==> config.mk <==
export PLATFORM = sky130hd
export DESIGN_NAME = sd_ram_loader
export DESIGN_NICKNAME = d
export VERILOG_FILES = /design/src/rtl/sd_ram_loader_pkg.sv /design/src/rtl/uc_addr_strobe.sv /design/src/rtl/sd_ram_loader.sv
export SDC_FILE = /design/constraint.sdc
export NUM_CORES = 1
export LEC_CHECK = 0
export ABC_AREA = 1
export BUFFER_PORTS_ARGS = -buffer_cell sky130_fd_sc_hd__buf_2
export CAP_MARGIN = 25
export CORE_MARGIN = 10
export CORE_UTILIZATION = 39
export CTS_CLUSTER_SIZE = 24
export DETAILED_ROUTE_END_ITERATION = 12
export SYNTH_ARGS = -nofsm -noshare
export SYNTH_HDL_FRONTEND = slang
export SYNTH_SLANG_ARGS = --single-unit
==> constraint.sdc <==
create_clock -name clk -period 2.7 [get_ports clk]
set_input_delay 0.405 -clock clk [delete_from_list [all_inputs] [get_ports clk]]
set_output_delay 0.405 -clock clk [all_outputs]
set_load 0.005 [all_outputs]
==> src/rtl/sd_ram_loader_pkg.sv <==
`default_nettype none
// ============================================================================
//  Module      : sd_ram_loader_pkg
//  Description : Shared widths, FSM state encodings and address-strobe phase
//                encodings for the SD-to-cartridge-SRAM loader.
//  Ports       : none (package)
//  Revision    : 1.0 - initial release
// ============================================================================
package sd_ram_loader_pkg;

    localparam int ADDR_W  = 15;
    localparam int LEN_W   = 16;

    // Loader FSM encodings
    localparam int STATE_W = 4;
    localparam logic [STATE_W-1:0] c_st_idle        = 4'd0;
    localparam logic [STATE_W-1:0] c_st_load_lo     = 4'd1;
    localparam logic [STATE_W-1:0] c_st_load_hi     = 4'd2;
    localparam logic [STATE_W-1:0] c_st_xfer        = 4'd3;
    localparam logic [STATE_W-1:0] c_st_wait_ack_hi = 4'd4;
    localparam logic [STATE_W-1:0] c_st_wait_ack_lo = 4'd5;
    localparam logic [STATE_W-1:0] c_st_push        = 4'd6;
    localparam logic [STATE_W-1:0] c_st_inc         = 4'd7;
    localparam logic [STATE_W-1:0] c_st_done        = 4'd8;

    typedef enum logic [STATE_W-1:0] {
        ST_IDLE        = c_st_idle,
        ST_LOAD_LO     = c_st_load_lo,
        ST_LOAD_HI     = c_st_load_hi,
        ST_XFER        = c_st_xfer,
        ST_WAIT_ACK_HI = c_st_wait_ack_hi,
        ST_WAIT_ACK_LO = c_st_wait_ack_lo,
        ST_PUSH        = c_st_push,
        ST_INC         = c_st_inc,
        ST_DONE        = c_st_done
    } state_t;

    // Address-strobe sequencer phase encodings
    localparam int PHASE_W = 2;
    localparam logic [PHASE_W-1:0] c_ph_idle  = 2'd0;
    localparam logic [PHASE_W-1:0] c_ph_setup = 2'd1;
    localparam logic [PHASE_W-1:0] c_ph_high  = 2'd2;
    localparam logic [PHASE_W-1:0] c_ph_hold  = 2'd3;

    typedef enum logic [PHASE_W-1:0] {
        PH_IDLE  = c_ph_idle,
        PH_SETUP = c_ph_setup,
        PH_HIGH  = c_ph_high,
        PH_HOLD  = c_ph_hold
    } phase_t;

    // The arbiter's high-address register is 7 bits wide; bit 7 is always 0.
    function automatic logic [7:0] addr_hi_byte(input logic [ADDR_W-1:0] a);
        return {1'b0, a[14:8]};
    endfunction

endpackage
`default_nettype wire

==> src/rtl/uc_addr_strobe.sv <==
`default_nettype none
// ============================================================================
//  Module      : uc_addr_strobe
//  Description : Generates one address-load/increment strobe toward the
//                cart/SRAM arbiter: SETUP, HIGH, HOLD phases, each
//                STROBE_CYCLES clocks. set_addr_* and uc_dout are latched at
//                start and held through all three phases; strobe_addr is
//                high only during HIGH.
//  Ports       : clk, rst            - clock, synchronous active-high reset
//                start               - begin a strobe (ignored while busy)
//                lo, hi, data        - select lines / byte to present
//                busy                - a strobe sequence is in progress
//                done                - one-cycle pulse after HOLD ends
//                strobe_addr         - strobe to arbiter
//                set_addr_lo/hi      - address-load selects
//                uc_dout             - byte presented during the strobe
//  Revision    : 1.0 - initial release
// ============================================================================
module uc_addr_strobe
    import sd_ram_loader_pkg::*;
#(
    parameter int STROBE_CYCLES = 2
) (
    input  logic       clk,
    input  logic       rst,
    input  logic       start,
    input  logic       lo,
    input  logic       hi,
    input  logic [7:0] data,
    output logic       busy,
    output logic       done,
    output logic       strobe_addr,
    output logic       set_addr_lo,
    output logic       set_addr_hi,
    output logic [7:0] uc_dout
);

    localparam int                 c_cnt_w    = (STROBE_CYCLES > 1) ? $clog2(STROBE_CYCLES) : 1;
    localparam logic [c_cnt_w-1:0] c_cnt_last = c_cnt_w'(STROBE_CYCLES - 1);

    phase_t             r_phase_q,  w_phase_d;
    logic [c_cnt_w-1:0] r_cnt_q,    w_cnt_d;
    logic               r_lo_q,     w_lo_d;
    logic               r_hi_q,     w_hi_d;
    logic [7:0]         r_dout_q,   w_dout_d;
    logic               r_done_q,   w_done_d;
    logic               r_strobe_q, w_strobe_d;

    always_comb begin
        w_phase_d = r_phase_q;
        w_cnt_d   = r_cnt_q;
        w_lo_d    = r_lo_q;
        w_hi_d    = r_hi_q;
        w_dout_d  = r_dout_q;
        w_done_d  = 1'b0;
        case (r_phase_q)
            PH_IDLE: begin
                if (start) begin
                    w_phase_d = PH_SETUP;
                    w_cnt_d   = c_cnt_last;
                    w_lo_d    = lo;
                    w_hi_d    = hi;
                    w_dout_d  = data;
                end
            end
            PH_SETUP, PH_HIGH: begin
                if (r_cnt_q == '0) begin
                    w_phase_d = (r_phase_q == PH_SETUP) ? PH_HIGH : PH_HOLD;
                    w_cnt_d   = c_cnt_last;
                end else begin
                    w_cnt_d   = r_cnt_q - 1'b1;
                end
            end
            PH_HOLD: begin
                if (r_cnt_q == '0) begin
                    w_phase_d = PH_IDLE;
                    w_lo_d    = 1'b0;
                    w_hi_d    = 1'b0;
                    w_done_d  = 1'b1;
                end else begin
                    w_cnt_d   = r_cnt_q - 1'b1;
                end
            end
            default: w_phase_d = PH_IDLE;
        endcase
        w_strobe_d = (w_phase_d == PH_HIGH);
    end

    always_ff @(posedge clk) begin
        if (rst) begin
            r_phase_q  <= PH_IDLE;
            r_cnt_q    <= '0;
            r_lo_q     <= 1'b0;
            r_hi_q     <= 1'b0;
            r_dout_q   <= 8'h00;
            r_done_q   <= 1'b0;
            r_strobe_q <= 1'b0;
        end else begin
            r_phase_q  <= w_phase_d;
            r_cnt_q    <= w_cnt_d;
            r_lo_q     <= w_lo_d;
            r_hi_q     <= w_hi_d;
            r_dout_q   <= w_dout_d;
            r_done_q   <= w_done_d;
            r_strobe_q <= w_strobe_d;
        end
    end

    assign busy        = (r_phase_q != PH_IDLE);
    assign done        = r_done_q;
    assign strobe_addr = r_strobe_q;
    assign set_addr_lo = r_lo_q;
    assign set_addr_hi = r_hi_q;
    assign uc_dout     = r_dout_q;

endmodule
`default_nettype wire

==> src/rtl/sd_ram_loader.sv <==
`default_nettype none
// ============================================================================
//  Module      : sd_ram_loader
//  Description : Bus master for the microcontroller port of the cart/SRAM
//                arbiter. Loads the SRAM address once per command, then moves
//                cmd_len bytes between the byte streams and SRAM using the
//                uc_write/uc_read/uc_ack four-phase handshake, stepping the
//                arbiter address with increment strobes.
//  Ports       : clk, rst                   - clock, sync active-high reset
//                cmd_*                      - command (valid/ready)
//                in_*                       - write stream into SRAM
//                out_*                      - read stream out of SRAM
//                busy, done, err            - status (err sticky on timeout)
//                uc_dout, uc_oe, uc_din     - arbiter data bus
//                uc_write, uc_read, uc_ack  - arbiter handshake
//                set_addr_lo/hi, strobe_addr- arbiter address load protocol
//  Revision    : 1.0 - initial release
// ============================================================================
module sd_ram_loader
    import sd_ram_loader_pkg::*;
#(
    parameter int STROBE_CYCLES = 2,
    parameter int ACK_TIMEOUT   = 1023
) (
    input  logic              clk,
    input  logic              rst,
    input  logic              cmd_valid,
    output logic              cmd_ready,
    input  logic              cmd_write,
    input  logic [ADDR_W-1:0] cmd_addr,
    input  logic [LEN_W-1:0]  cmd_len,
    input  logic [7:0]        in_data,
    input  logic              in_valid,
    output logic              in_ready,
    output logic [7:0]        out_data,
    output logic              out_valid,
    input  logic              out_ready,
    output logic              busy,
    output logic              done,
    output logic              err,
    output logic [7:0]        uc_dout,
    output logic              uc_oe,
    input  logic [7:0]        uc_din,
    output logic              uc_write,
    output logic              uc_read,
    input  logic              uc_ack,
    output logic              set_addr_lo,
    output logic              set_addr_hi,
    output logic              strobe_addr
);

    localparam int                c_to_w    = $clog2(ACK_TIMEOUT + 1);
    localparam logic [c_to_w-1:0] c_to_last = c_to_w'(ACK_TIMEOUT - 1);

    state_t            r_state_q,     w_state_d;
    logic              r_write_q,     w_write_d;
    logic [ADDR_W-1:0] r_addr_q,      w_addr_d;
    logic [LEN_W-1:0]  r_rem_q,       w_rem_d;
    logic [7:0]        r_wdata_q,     w_wdata_d;
    logic [7:0]        r_rdata_q,     w_rdata_d;
    logic              r_inc_wait_q,  w_inc_wait_d;
    logic [c_to_w-1:0] r_tcnt_q,      w_tcnt_d;
    logic              r_cmd_ready_q, w_cmd_ready_d;
    logic              r_in_ready_q,  w_in_ready_d;
    logic              r_out_valid_q, w_out_valid_d;
    logic              r_busy_q,      w_busy_d;
    logic              r_done_q,      w_done_d;
    logic              r_err_q,       w_err_d;
    logic              r_oe_q,        w_oe_d;
    logic              r_uc_write_q,  w_uc_write_d;
    logic              r_uc_read_q,   w_uc_read_d;
    logic              r_strb_start_q, w_strb_start_d;

    // uc_ack comes from another clock domain inside the arbiter.
    logic r_ack_meta_q, r_ack_sync_q;

    logic       w_strb_lo, w_strb_hi, w_strb_busy, w_strb_done;
    logic [7:0] w_strb_data, w_strb_dout;

    // Increment strobes (INC state) present lo=hi=0 and data 0.
    assign w_strb_lo   = (r_state_q == ST_LOAD_LO);
    assign w_strb_hi   = (r_state_q == ST_LOAD_HI);
    assign w_strb_data = w_strb_lo ? r_addr_q[7:0] :
                         w_strb_hi ? addr_hi_byte(r_addr_q) : 8'h00;

    uc_addr_strobe #(
        .STROBE_CYCLES (STROBE_CYCLES)
    ) u_strobe (
        .clk         (clk),
        .rst         (rst),
        .start       (r_strb_start_q),
        .lo          (w_strb_lo),
        .hi          (w_strb_hi),
        .data        (w_strb_data),
        .busy        (w_strb_busy),
        .done        (w_strb_done),
        .strobe_addr (strobe_addr),
        .set_addr_lo (set_addr_lo),
        .set_addr_hi (set_addr_hi),
        .uc_dout     (w_strb_dout)
    );

    always_comb begin
        w_state_d      = r_state_q;
        w_write_d      = r_write_q;
        w_addr_d       = r_addr_q;
        w_rem_d        = r_rem_q;
        w_wdata_d      = r_wdata_q;
        w_rdata_d      = r_rdata_q;
        w_inc_wait_d   = r_inc_wait_q;
        w_tcnt_d       = '0;
        w_cmd_ready_d  = r_cmd_ready_q;
        w_in_ready_d   = r_in_ready_q;
        w_out_valid_d  = r_out_valid_q;
        w_busy_d       = r_busy_q;
        w_done_d       = 1'b0;
        w_err_d        = r_err_q;
        w_oe_d         = r_oe_q;
        w_uc_write_d   = r_uc_write_q;
        w_uc_read_d    = r_uc_read_q;
        w_strb_start_d = 1'b0;

        case (r_state_q)
            ST_IDLE: begin
                if (cmd_valid) begin
                    w_write_d     = cmd_write;
                    w_addr_d      = cmd_addr;
                    w_rem_d       = cmd_len;
                    w_err_d       = 1'b0;
                    w_cmd_ready_d = 1'b0;
                    w_busy_d      = 1'b1;
                    if (cmd_len == '0) begin
                        w_state_d = ST_DONE;
                        w_done_d  = 1'b1;
                    end else begin
                        w_state_d      = ST_LOAD_LO;
                        w_oe_d         = 1'b1;
                        w_strb_start_d = 1'b1;
                    end
                end
            end
            ST_LOAD_LO: begin
                if (w_strb_done) begin
                    w_state_d      = ST_LOAD_HI;
                    w_strb_start_d = 1'b1;
                end
            end
            ST_LOAD_HI: begin
                if (w_strb_done) begin
                    w_state_d    = ST_XFER;
                    w_oe_d       = 1'b0;
                    w_in_ready_d = r_write_q;
                end
            end
            ST_XFER: begin
                if (r_write_q) begin
                    if (in_valid && r_in_ready_q) begin
                        w_wdata_d    = in_data;
                        w_oe_d       = 1'b1;
                        w_uc_write_d = 1'b1;
                        w_in_ready_d = 1'b0;
                        w_state_d    = ST_WAIT_ACK_HI;
                    end
                end else begin
                    w_oe_d      = 1'b0;
                    w_uc_read_d = 1'b1;
                    w_state_d   = ST_WAIT_ACK_HI;
                end
            end
            ST_WAIT_ACK_HI, ST_WAIT_ACK_LO: begin
                if ((r_state_q == ST_WAIT_ACK_HI) && r_ack_sync_q) begin
                    // The arbiter keeps uc_din valid while ack is high.
                    if (!r_write_q) begin
                        w_rdata_d = uc_din;
                    end
                    w_uc_write_d = 1'b0;
                    w_uc_read_d  = 1'b0;
                    w_state_d    = ST_WAIT_ACK_LO;
                end else if ((r_state_q == ST_WAIT_ACK_LO) && !r_ack_sync_q) begin
                    w_oe_d = 1'b0;
                    if (r_write_q) begin
                        w_state_d = ST_INC;
                    end else begin
                        w_out_valid_d = 1'b1;
                        w_state_d     = ST_PUSH;
                    end
                end else if (r_tcnt_q == c_to_last) begin
                    w_err_d      = 1'b1;
                    w_uc_write_d = 1'b0;
                    w_uc_read_d  = 1'b0;
                    w_oe_d       = 1'b0;
                    w_done_d     = 1'b1;
                    w_state_d    = ST_DONE;
                end else begin
                    w_tcnt_d = r_tcnt_q + 1'b1;
                end
            end
            ST_PUSH: begin
                if (out_ready) begin
                    w_out_valid_d = 1'b0;
                    w_state_d     = ST_INC;
                end
            end
            ST_INC: begin
                // First cycle decides; if bytes remain, wait for the
                // increment strobe to finish before the next transfer.
                if (!r_inc_wait_q) begin
                    w_rem_d = r_rem_q - 1'b1;
                    if (r_rem_q == LEN_W'(1)) begin
                        w_done_d  = 1'b1;
                        w_state_d = ST_DONE;
                    end else begin
                        w_strb_start_d = 1'b1;
                        w_inc_wait_d   = 1'b1;
                    end
                end else if (w_strb_done) begin
                    w_inc_wait_d = 1'b0;
                    w_in_ready_d = r_write_q;
                    w_state_d    = ST_XFER;
                end
            end
            ST_DONE: begin
                w_state_d     = ST_IDLE;
                w_cmd_ready_d = 1'b1;
                w_busy_d      = 1'b0;
            end
            default: w_state_d = ST_IDLE;
        endcase
    end

    always_ff @(posedge clk) begin
        if (rst) begin
            r_state_q      <= ST_IDLE;
            r_write_q      <= 1'b0;
            r_addr_q       <= '0;
            r_rem_q        <= '0;
            r_wdata_q      <= 8'h00;
            r_rdata_q      <= 8'h00;
            r_inc_wait_q   <= 1'b0;
            r_tcnt_q       <= '0;
            r_cmd_ready_q  <= 1'b1;
            r_in_ready_q   <= 1'b0;
            r_out_valid_q  <= 1'b0;
            r_busy_q       <= 1'b0;
            r_done_q       <= 1'b0;
            r_err_q        <= 1'b0;
            r_oe_q         <= 1'b0;
            r_uc_write_q   <= 1'b0;
            r_uc_read_q    <= 1'b0;
            r_strb_start_q <= 1'b0;
            r_ack_meta_q   <= 1'b0;
            r_ack_sync_q   <= 1'b0;
        end else begin
            r_state_q      <= w_state_d;
            r_write_q      <= w_write_d;
            r_addr_q       <= w_addr_d;
            r_rem_q        <= w_rem_d;
            r_wdata_q      <= w_wdata_d;
            r_rdata_q      <= w_rdata_d;
            r_inc_wait_q   <= w_inc_wait_d;
            r_tcnt_q       <= w_tcnt_d;
            r_cmd_ready_q  <= w_cmd_ready_d;
            r_in_ready_q   <= w_in_ready_d;
            r_out_valid_q  <= w_out_valid_d;
            r_busy_q       <= w_busy_d;
            r_done_q       <= w_done_d;
            r_err_q        <= w_err_d;
            r_oe_q         <= w_oe_d;
            r_uc_write_q   <= w_uc_write_d;
            r_uc_read_q    <= w_uc_read_d;
            r_strb_start_q <= w_strb_start_d;
            r_ack_meta_q   <= uc_ack;
            r_ack_sync_q   <= r_ack_meta_q;
        end
    end

    assign cmd_ready = r_cmd_ready_q;
    assign in_ready  = r_in_ready_q;
    assign out_data  = r_rdata_q;
    assign out_valid = r_out_valid_q;
    assign busy      = r_busy_q;
    assign done      = r_done_q;
    assign err       = r_err_q;
    assign uc_oe     = r_oe_q;
    assign uc_write  = r_uc_write_q;
    assign uc_read   = r_uc_read_q;
    // Strobe byte while a strobe runs, otherwise the latched write byte.
    assign uc_dout   = w_strb_busy ? w_strb_dout : r_wdata_q;

endmodule
`default_nettype wire

# Word level (Yosys, flattened, before mapping)

Index checks and enable logic that the tools add are counted.
Widths: inputs -> output; s select.

Input port bits: 54
Flip-flop bits (word level): 90

Bitwise gates (word level): 3
Multiplexer cells: 83
Reduce and logical (&&, ||, !) cells: 34
Eq/ne operators: 37
Add/sub/neg operators: 3

Operators by type and width:

| cell                  | count |
|---|---|
| $mux 4                | 12 |
| $mux 1                | 47 |
| $ne 2x2->1 const B    | 17 |
| $mux 16               | 2 |
| $pmux 16 s2           | 1 |
| $pmux 4 s7            | 1 |
| $eq 16x1->1 const B   | 1 |
| $eq 4x3->1 const B    | 4 |
| $logic_not 16->1      | 1 |
| $mux 8                | 2 |
| $pmux 1 s2            | 8 |
| $sub 16x1->16 const B | 1 |
| $ne 3x3->1 const B    | 5 |
| $reduce_and 5->1      | 3 |
| $reduce_bool 2->1     | 7 |
| $pmux 1 s3            | 4 |
| $reduce_and 3->1      | 4 |
| $add 10x1->10 const B | 1 |
| $eq 10x10->1 const B  | 1 |
| $eq 4x2->1 const B    | 2 |
| $reduce_and 4->1      | 2 |
| $mux 7                | 1 |
| $reduce_and 7->1      | 1 |
| $eq 2x2->1 const B    | 3 |
| 19 further kinds      | 29 |

# Longest topological paths before layout

Gate-level depths: netlist (run 1).

Word-level depth: 5
Gate-level depth with buffers: 12
Gate-level depth less buffers: 12

# Modules after synthesis

Synthesis (run 1) repeated with hierarchy kept, for this count alone.

Cell total of the unflattened synthesis: 677
Area total of the unflattened synthesis: 4621.9 um^2

By module, submodules not included:

| module         | sequential area each (um^2) | instances | cells each | area each (um^2) |
|---|---|---|---|---|
| sd_ram_loader  | 1501.4                      | 1         | 589        | 3967.6 |
| uc_addr_strobe | 300.3                       | 1         | 88         | 654.4 |

# Worst setup path after synthesis (run 1)

Ideal clock, no wire load.

Path kind: reg-to-output
From: register u_strobe.r_phase_q[0]
To: output port uc_dout[5]
Data arrival time: 1.131 ns
Required time: 2.295 ns
Cell stages (with the launch flop): 6
Path slack: 1.164 ns
Cells stage by stage: dfxtp_1 -> inv_1 -> ha_1 -> buf_2 -> clkbuf_1 -> o21ai_0

Word-level cells in the longest chain between the ends: 2

RTL lines:

| element                  | RTL line              | text |
|---|---|---|
| start: declaration       | uc_addr_strobe.sv:41  | `phase_t r_phase_q, w_phase_d;` |
| start signal: assignment | uc_addr_strobe.sv:99  | `r_phase_q <= w_phase_d;` |
| $reduce_bool 2->1        | uc_addr_strobe.sv:109 | `assign busy = (r_phase_q != PH_IDLE);` |
| $mux 8                   | sd_ram_loader.sv:288  | `assign uc_dout = w_strb_busy ? w_strb_dout : r_wdata_q;` |
| end: declaration         | sd_ram_loader.sv:41   | `output logic [7:0] uc_dout,` |

No other way between the ends.

# Final worst setup path (run 1)

From: register u_strobe.r_phase_q[0]
To: output port uc_dout[7]

Same word-level chain as after synthesis.

==> impl_results.md, run 1 <==
- Routed WL: 12,100 µm
- Clock sink count: 90
- RSZ-0062 raised after global routing: no
- HP Start: uc_ack
- Reg2Reg Setup Slack: between 0.8 and 0.9 ns
- Vias per cell: 4.91
- FF-to-FF End: u_strobe.set_addr_hi
- Max VDD drop: approximately 0.00045 V
- Final Cycle Share: 76.4%
- Area fraction of the dominant cell type after synthesis: about two fifths
- Antenna-violating nets left: 0
- Critical path arrival: 1.66 ns
- Pre-CTS setup slack: 0.810 ns
- Sum Neg Setup Slack: 0 ns
- HP Class: input port to register
- Total chip power: 4.89 mW
- Die ar.: 0.0164 mm²
- Antenna cells: 0
- Slew @ Worst Pin: approximately 0.50 ns
- Number of synthesized register bits: 90
- Drt pass-1 iters: 4
- Clk Latency, worst-skew pair: 0.35 ns
- Final WS setup: 0.638 ns
- Tmin final: 2.06 ns
- Crit Path Max Fanout: 18
- Core footprint: approximately 0.011 mm²
- P_leak: about 2.5 nW
- GPL Wtd Cong: between 0.8 and 0.9
- Placed Area: 0.00506 mm²
- Post-CTS Hold Fix Bufs: 0
- Power per Cell Area: 907 mW/mm²
- Boundary Pins: 82
- GR Overflow Total: 0
- Hold slack: 0.263 ns
- Post-synth top flop: dfxtp_1
- Row cnt: 39
- Syn nets: 736
- Dpl cells: 881
- Yosys cell types: between 40 and 50
- H-tree levels: 3
- Status: finished clean
- Mapped Cells: 675
- Port Buffers: 81
- Mapped Avg Cell Area: ~6.8 µm²
- First-pass GRT wire length: 20,500 µm
- CP Launch Type: register
- Rel. slew slack: 66.2%
- Final Skew: 0.00938 ns
- Worst r2r src: u_strobe.r_phase_q[0]
- Root Buffer: clkbuf_16
- Final setup fails: 0
- Pin count of the biggest net entering global routing: between 40 and 50
- Most area-hungry cell type in the Yosys netlist: dfxtp_1
- Utilization after layout: 47.2%
- Asr flop ratio synth: 0%
- Hold endpoint: r_ack_meta_q
- Min-Delay Path Depth: 3
- Critical Path Sink Type: output pin
- Nets: a little over 800
- Post-DP HPWL: 9190 µm
- Gr usage total: 15.1%
- Starting Density: between 30% and 40%
- Die Ht: 128 µm
- WL per Instance: 13.5 µm
- # DRC: 0
- Final Hold Vio Count: 0
- Sequential fraction of the synthesis area: 39.5%
- Design Area, Final: 0.00539 mm²
- Initial antenna violation count: 0
- Final cell count without fillers: between 800 and 900
- Vias in the first global route: 4,381
- Synth area leaders: dfxtp_1 40%, nand2_1 11%, nor2_1 7.6%
- Cell Area, Synth: 0.00456 mm²
- Deepest clock path buffer count: 2
- Most frequent cell after synthesis: nand2_1
- Critical Path RT: 2.30 ns
- DRT iter0 DRCs: 250
- Clock buffer count from CTS: 9
- Fmax: just under 500 MHz
- Max Cap Viol: 0
- Post-synth top cells: 137 x nand2_1, 92 x nor2_1, 90 x dfxtp_1
- Layout area overhead: 18.2%
- Slew Viols, Final: 0
- Share of cells above drive strength 1: around 18%
- YS warnings: 0
- CTS tree: built
- CTS clk-pin slew, worst paths: ~0.070 ns
- Die width: 128 µm
- R2R depth: 7
- Post-CTS setup buffer count: 0
- Post-CTS Resized: 0
- CP Class: register to output pin
- Via count: between 4,000 and 5,000
- Number of synthesized flops with an enable pin: 0
-- routing by layer --
layer / routed length (µm) / global-route usage, % / vias up
met4: 199 / 5.23 / 0
met5: 0 / 0 / -
li1: - / - / 2322
met3: 694 / 5.05 / 15
met1: 5440 / 17.6 / 1985
met2: 5760 / 25.3 / 79
-- cell type report --
| type | instances | area, µm² |
|---|---|---|
| multi-input combinational | 473 | 2310 |
| sequential | 90 | 1800 |
| clock buffer | 11 | 243 |
| clock inverter | 5 | 85.1 |
| timing repair buffer | 83 | 420 |
| fill | 1227 | 6030 |
| inverter | 92 | 348 |
| tap | 143 | 179 |
-- flip-flops by register name (all words and copies together) (netlist names), 2 cells and up --
register / count
r_wdata_q: 8
r_tcnt_q: 10
r_state_q: 4
u_strobe.r_phase_q: 2
r_rem_q: 16
u_strobe.uc_dout: 8
out_data: 8
r_addr_q: 15
-- where the power goes --
| group | switching [mW] | leakage, nW | internal, mW | total [mW] |
|---|---|---|---|---|
| clock network | 0.527 | 0.157 | 0.843 | 1.37 |
| registers | 0.171 | 0.734 | 1.58 | 1.75 |
| logic | 1.19 | 1.61 | 0.576 | 1.77 |
| total | 1.89 | 2.50 | 3.00 | 4.89 |
-- worst max path at each step --
stage | end | slack [ns] | start | cells after the start
final | uc_dout[7] | 0.64 | u_strobe.r_phase_q[0] | 6
after detailed placement | u_strobe.set_addr_hi | 0.81 | u_strobe.r_phase_q[0] | 7
after global placement | u_strobe.set_addr_hi | 0.87 | u_strobe.r_phase_q[0] | 7
after global routing | uc_dout[7] | 0.37 | u_strobe.r_phase_q[0] | 6
after CTS | uc_dout[7] | 0.60 | u_strobe.r_phase_q[0] | 6
after floorplan | uc_dout[5] | 1.16 | u_strobe.r_phase_q[0] | 5
-- kinds of logic after synthesis --
kind of cell | synth area share (%)
compound gates | 16.5
xor+xnor | 1.54
fa+ha+maj | 1.92
buf+inv | 9.77
flops | 39.5
simple gates | 30.7
-- worst max-delay path, cell delays in order, from the launching register on --
cell and delay [ns]:
dfxtp_1 0.35, inv_1 0.07, ha_1 0.45, inv_1 0.17, nand2_1 0.10, nand2_1 0.05, buf_2 0.12
-- layout by cell type, fill, tap and decap left out, drive strengths merged, types with 3 or more instances in the layout --
master / instances
a21oi: 65
a31oi: 5
buf: 83
clkbuf: 11
dfxtp: 90
ha: 7
inv: 92
nand2: 144
nand3: 50
nand4: 4
nor2: 100
nor3: 11
o21ai: 60
o22ai: 8
xnor2: 3
xor2: 5
Power figures use the tool's default switching activity.
==> run 2: changes to the inputs <==
Clock period 2.7 ns to 2.1 ns, I/O delays scaled along.
==> run 2 against run 1 <==
  * Power is 28% higher
  * Design area increased by 0.39%
  * Critical endpoint is now uc_dout[0]
  * Hold slack worse by 0.086 ns
  * Largest cell class unchanged
  * Sequential share of layout area fell by 0.13 points
  * Non-clock buffer count rose by 6
==> impl_results.md, run 2 (synthesized netlist as in run 1, its figures left out) <==
- Status: finished clean
- Seq pwr share: 35.9% (about the same)
- CP Class: register to output pin
- Share of cells above drive strength 1: 18.1% (+0.54 points)
- Antenna cells: 0 (unchanged)
- Max stage delay on crit path: 0.41 ns (-0.04 ns)
- Register area: 0.00180 mm² (unchanged)
- CP cell instances: inv_1, ha_1, buf_4, o21ai_0, buf_2
- Tmin final: roughly 1.9 ns
- Antenna-violating nets left: 0 (unchanged)
- Die width: 128 µm (unchanged)
- Filler cells: 1,219 (-0.65%)
- Row cnt: 39 (unchanged)
- Largest regs: r_rem_q (16), r_addr_q (15), r_tcnt_q (10)
- Crit Path Max Fanout: 15 (-3)
- Gr usage total: 15.3% (+0.21 points)
- Core footprint: 0.0114 mm² (unchanged)
- Layout area overhead: 18.7%
- Max FFs per register: 16 (unchanged)
- Vias per cell: 5.05 (+2.9%)
- Placed Area: 0.00511 mm² (+0.89%)
- Final cell count without fillers: 902 (+0.56%)
- Switch share: 39.5% (+0.84 points)
- CP Buf/Inv Count: 3 (unchanged)
- Dpl cells: 887 (+0.68%)
- Total chip power: 6.27 mW (+28%)
- GR Overflow Total: 0 (unchanged)
- Pre-CTS setup slack: 0.326 ns (-0.484 ns)
- WL per Instance: 13.9 µm (+3.0%)
- Power share of the clock group: 26.3% (-1.7 points)
- DRT iter0 DRCs: 356 (+42%)
- Slew @ Worst Pin: 0.504 ns (-0.000117 ns)
- Largest register by flop count: r_rem_q
- Area occupied by multi-input gates: 0.00231 mm² (unchanged)
- CP top delay family: buffers and inverters
- Sum Neg Setup Slack: 0 ns (unchanged)
- CP Launch Type: register
- Nets: 816 (+0.74%)
- Slew Viols, Final: 0 (unchanged)
- Critical Path Sink Type: output pin
- GPL Wtd Cong: 0.896 (+0.96%)
- Power per Cell Area: 1160 mW/mm² (+28%)
- Clock buffer count from CTS: 9 (unchanged)
- Worst path slowest cell: dfxtp_1
- H-tree levels: 3 (unchanged)
- First-pass GRT wire length: 20,800 µm (+1.2%)
- Root Buffer: clkbuf_16
- Design Area, Final: 0.00541 mm² (+0.39%)
- Internal power: 3.79 mW (+27%)
- Final Hold Vio Count: 0 (unchanged)
- Deepest clock path buffer count: 2 (unchanged)
- CTS tree: built
- Post-DP HPWL: 9690 µm (+5.4%)
- Comb power frac: 37.7% (+1.5 points)
- CTS clk-pin slew, worst paths: 0.07 ns (about the same)
- Drt pass-1 iters: 5 (+1)
- Clk Latency, worst-skew pair: 0.34 ns (about the same)
- Max VDD drop: 0.000533 V (+18%)
- Initial antenna violation count: 0 (unchanged)
- HP Class: input port to register
- Via count: 4,552 (+3.4%)
- Most common cell after layout, fill and taps aside: nand2_1
- P_leak: 2.52 nW (+0.82%)
- Final setup fails: 0 (unchanged)
- Starting Density: 39.9% (unchanged)
- Post-CTS Hold Fix Bufs: 0 (unchanged)
- Critical path arrival: 1.62 ns (-0.04 ns)
- Pin count of the biggest net entering global routing: 35 (-19%)
- Post-CTS Resized: 0 (unchanged)
- Final Skew: 0.00877 ns (-0.000602 ns)
- Port Buffers: 81 (unchanged)
- Max Cap Viol: 0 (unchanged)
- # DRC: 0 (unchanged)
- Final Cycle Share: 92.0%
- Clock sink count: 90 (unchanged)
- RSZ-0062 raised after global routing: no
- Boundary Pins: 82 (unchanged)
- Critical Path RT: 1.78 ns (-0.52 ns)
- Most frequent cells in the layout: 137 x nand2_1, 92 x nor2_1, 90 x dfxtp_1, 81 x buf_2, 79 x inv_1
- Switch Pwr: 2.48 mW (+31%)
- Reg2Reg Setup Slack: 0.33 ns (-0.49 ns)
- Routed WL: 12,500 µm (+3.6%)
- Rel. slew slack: 66.3% (+0.13 points)
- Vias in the first global route: 4,447 (+1.5%)
- Die Ht: 128 µm (unchanged)
- Post-CTS setup buffer count: 0 (unchanged)
- Final WS setup: 0.169 ns (-0.470 ns)
- Fmax: 518 MHz
- Die ar.: 0.0164 mm² (unchanged)
-- run 2: layout make-up --
type / instances / share of cell area [%]
inverter: 92 / 6.43
sequential: 90 / 33.3
clock buffer: 12 / 4.74
clock inverter: 3 / 0.879
timing repair buffer: 89 / 8.60
multi-input combinational: 473 / 42.8
tap: 143 / 3.31
-- run 2: metal layers --
layer	GRT usage [%]	part of all wire, %	wire length, µm
met1	18.0	43	5420
met2	25.6	49	6100
met3	4.05	6.5	819
met4	6.69	1.5	187
met5	0	0	0
-- run 2: final timing paths --
kind,startpoint,endpoint,cells after the start
worst max-delay path,u_strobe.r_phase_q[0],uc_dout[0],5
worst min register to register,r_ack_meta_q,r_ack_sync_q,2
worst max register to register,r_state_q[1],r_rem_q[11],8
worst min-delay path,uc_ack,r_ack_meta_q,3
-- run 2: per-stage QoR --
stage	util [%]	hold WS, ns
2_1_floorplan	-	0.388
3_3_place_gp	44.7	0.393
3_5_place_dp	44.7	0.393
4_1_cts	47.4	0.162
5_1_grt	47.4	0.186
6_report	47.4	0.177
-- run 2: worst reg2reg max path, cell delays in order (launching register included) --
cell and delay (ns):
dfxtp_1 0.49, nand2_4 0.14, nor2_8 0.28, nand2_4 0.13, nand2_4 0.19, inv_4 0.13, a21oi_1 0.14, nand2_1 0.07
a21oi_1 0.13
-- run 2: power by group through the flow --
stage | sequential, mW | clock [mW] | combinational (mW)
after floorplan | 2.24 | 0 | 1.76
after global placement | 2.28 | 0 | 2.32
after detailed placement | 2.29 | 0 | 2.36
after CTS | 2.25 | 1.70 | 2.37
after global routing | 2.30 | 1.78 | 2.71
final | 2.25 | 1.65 | 2.37
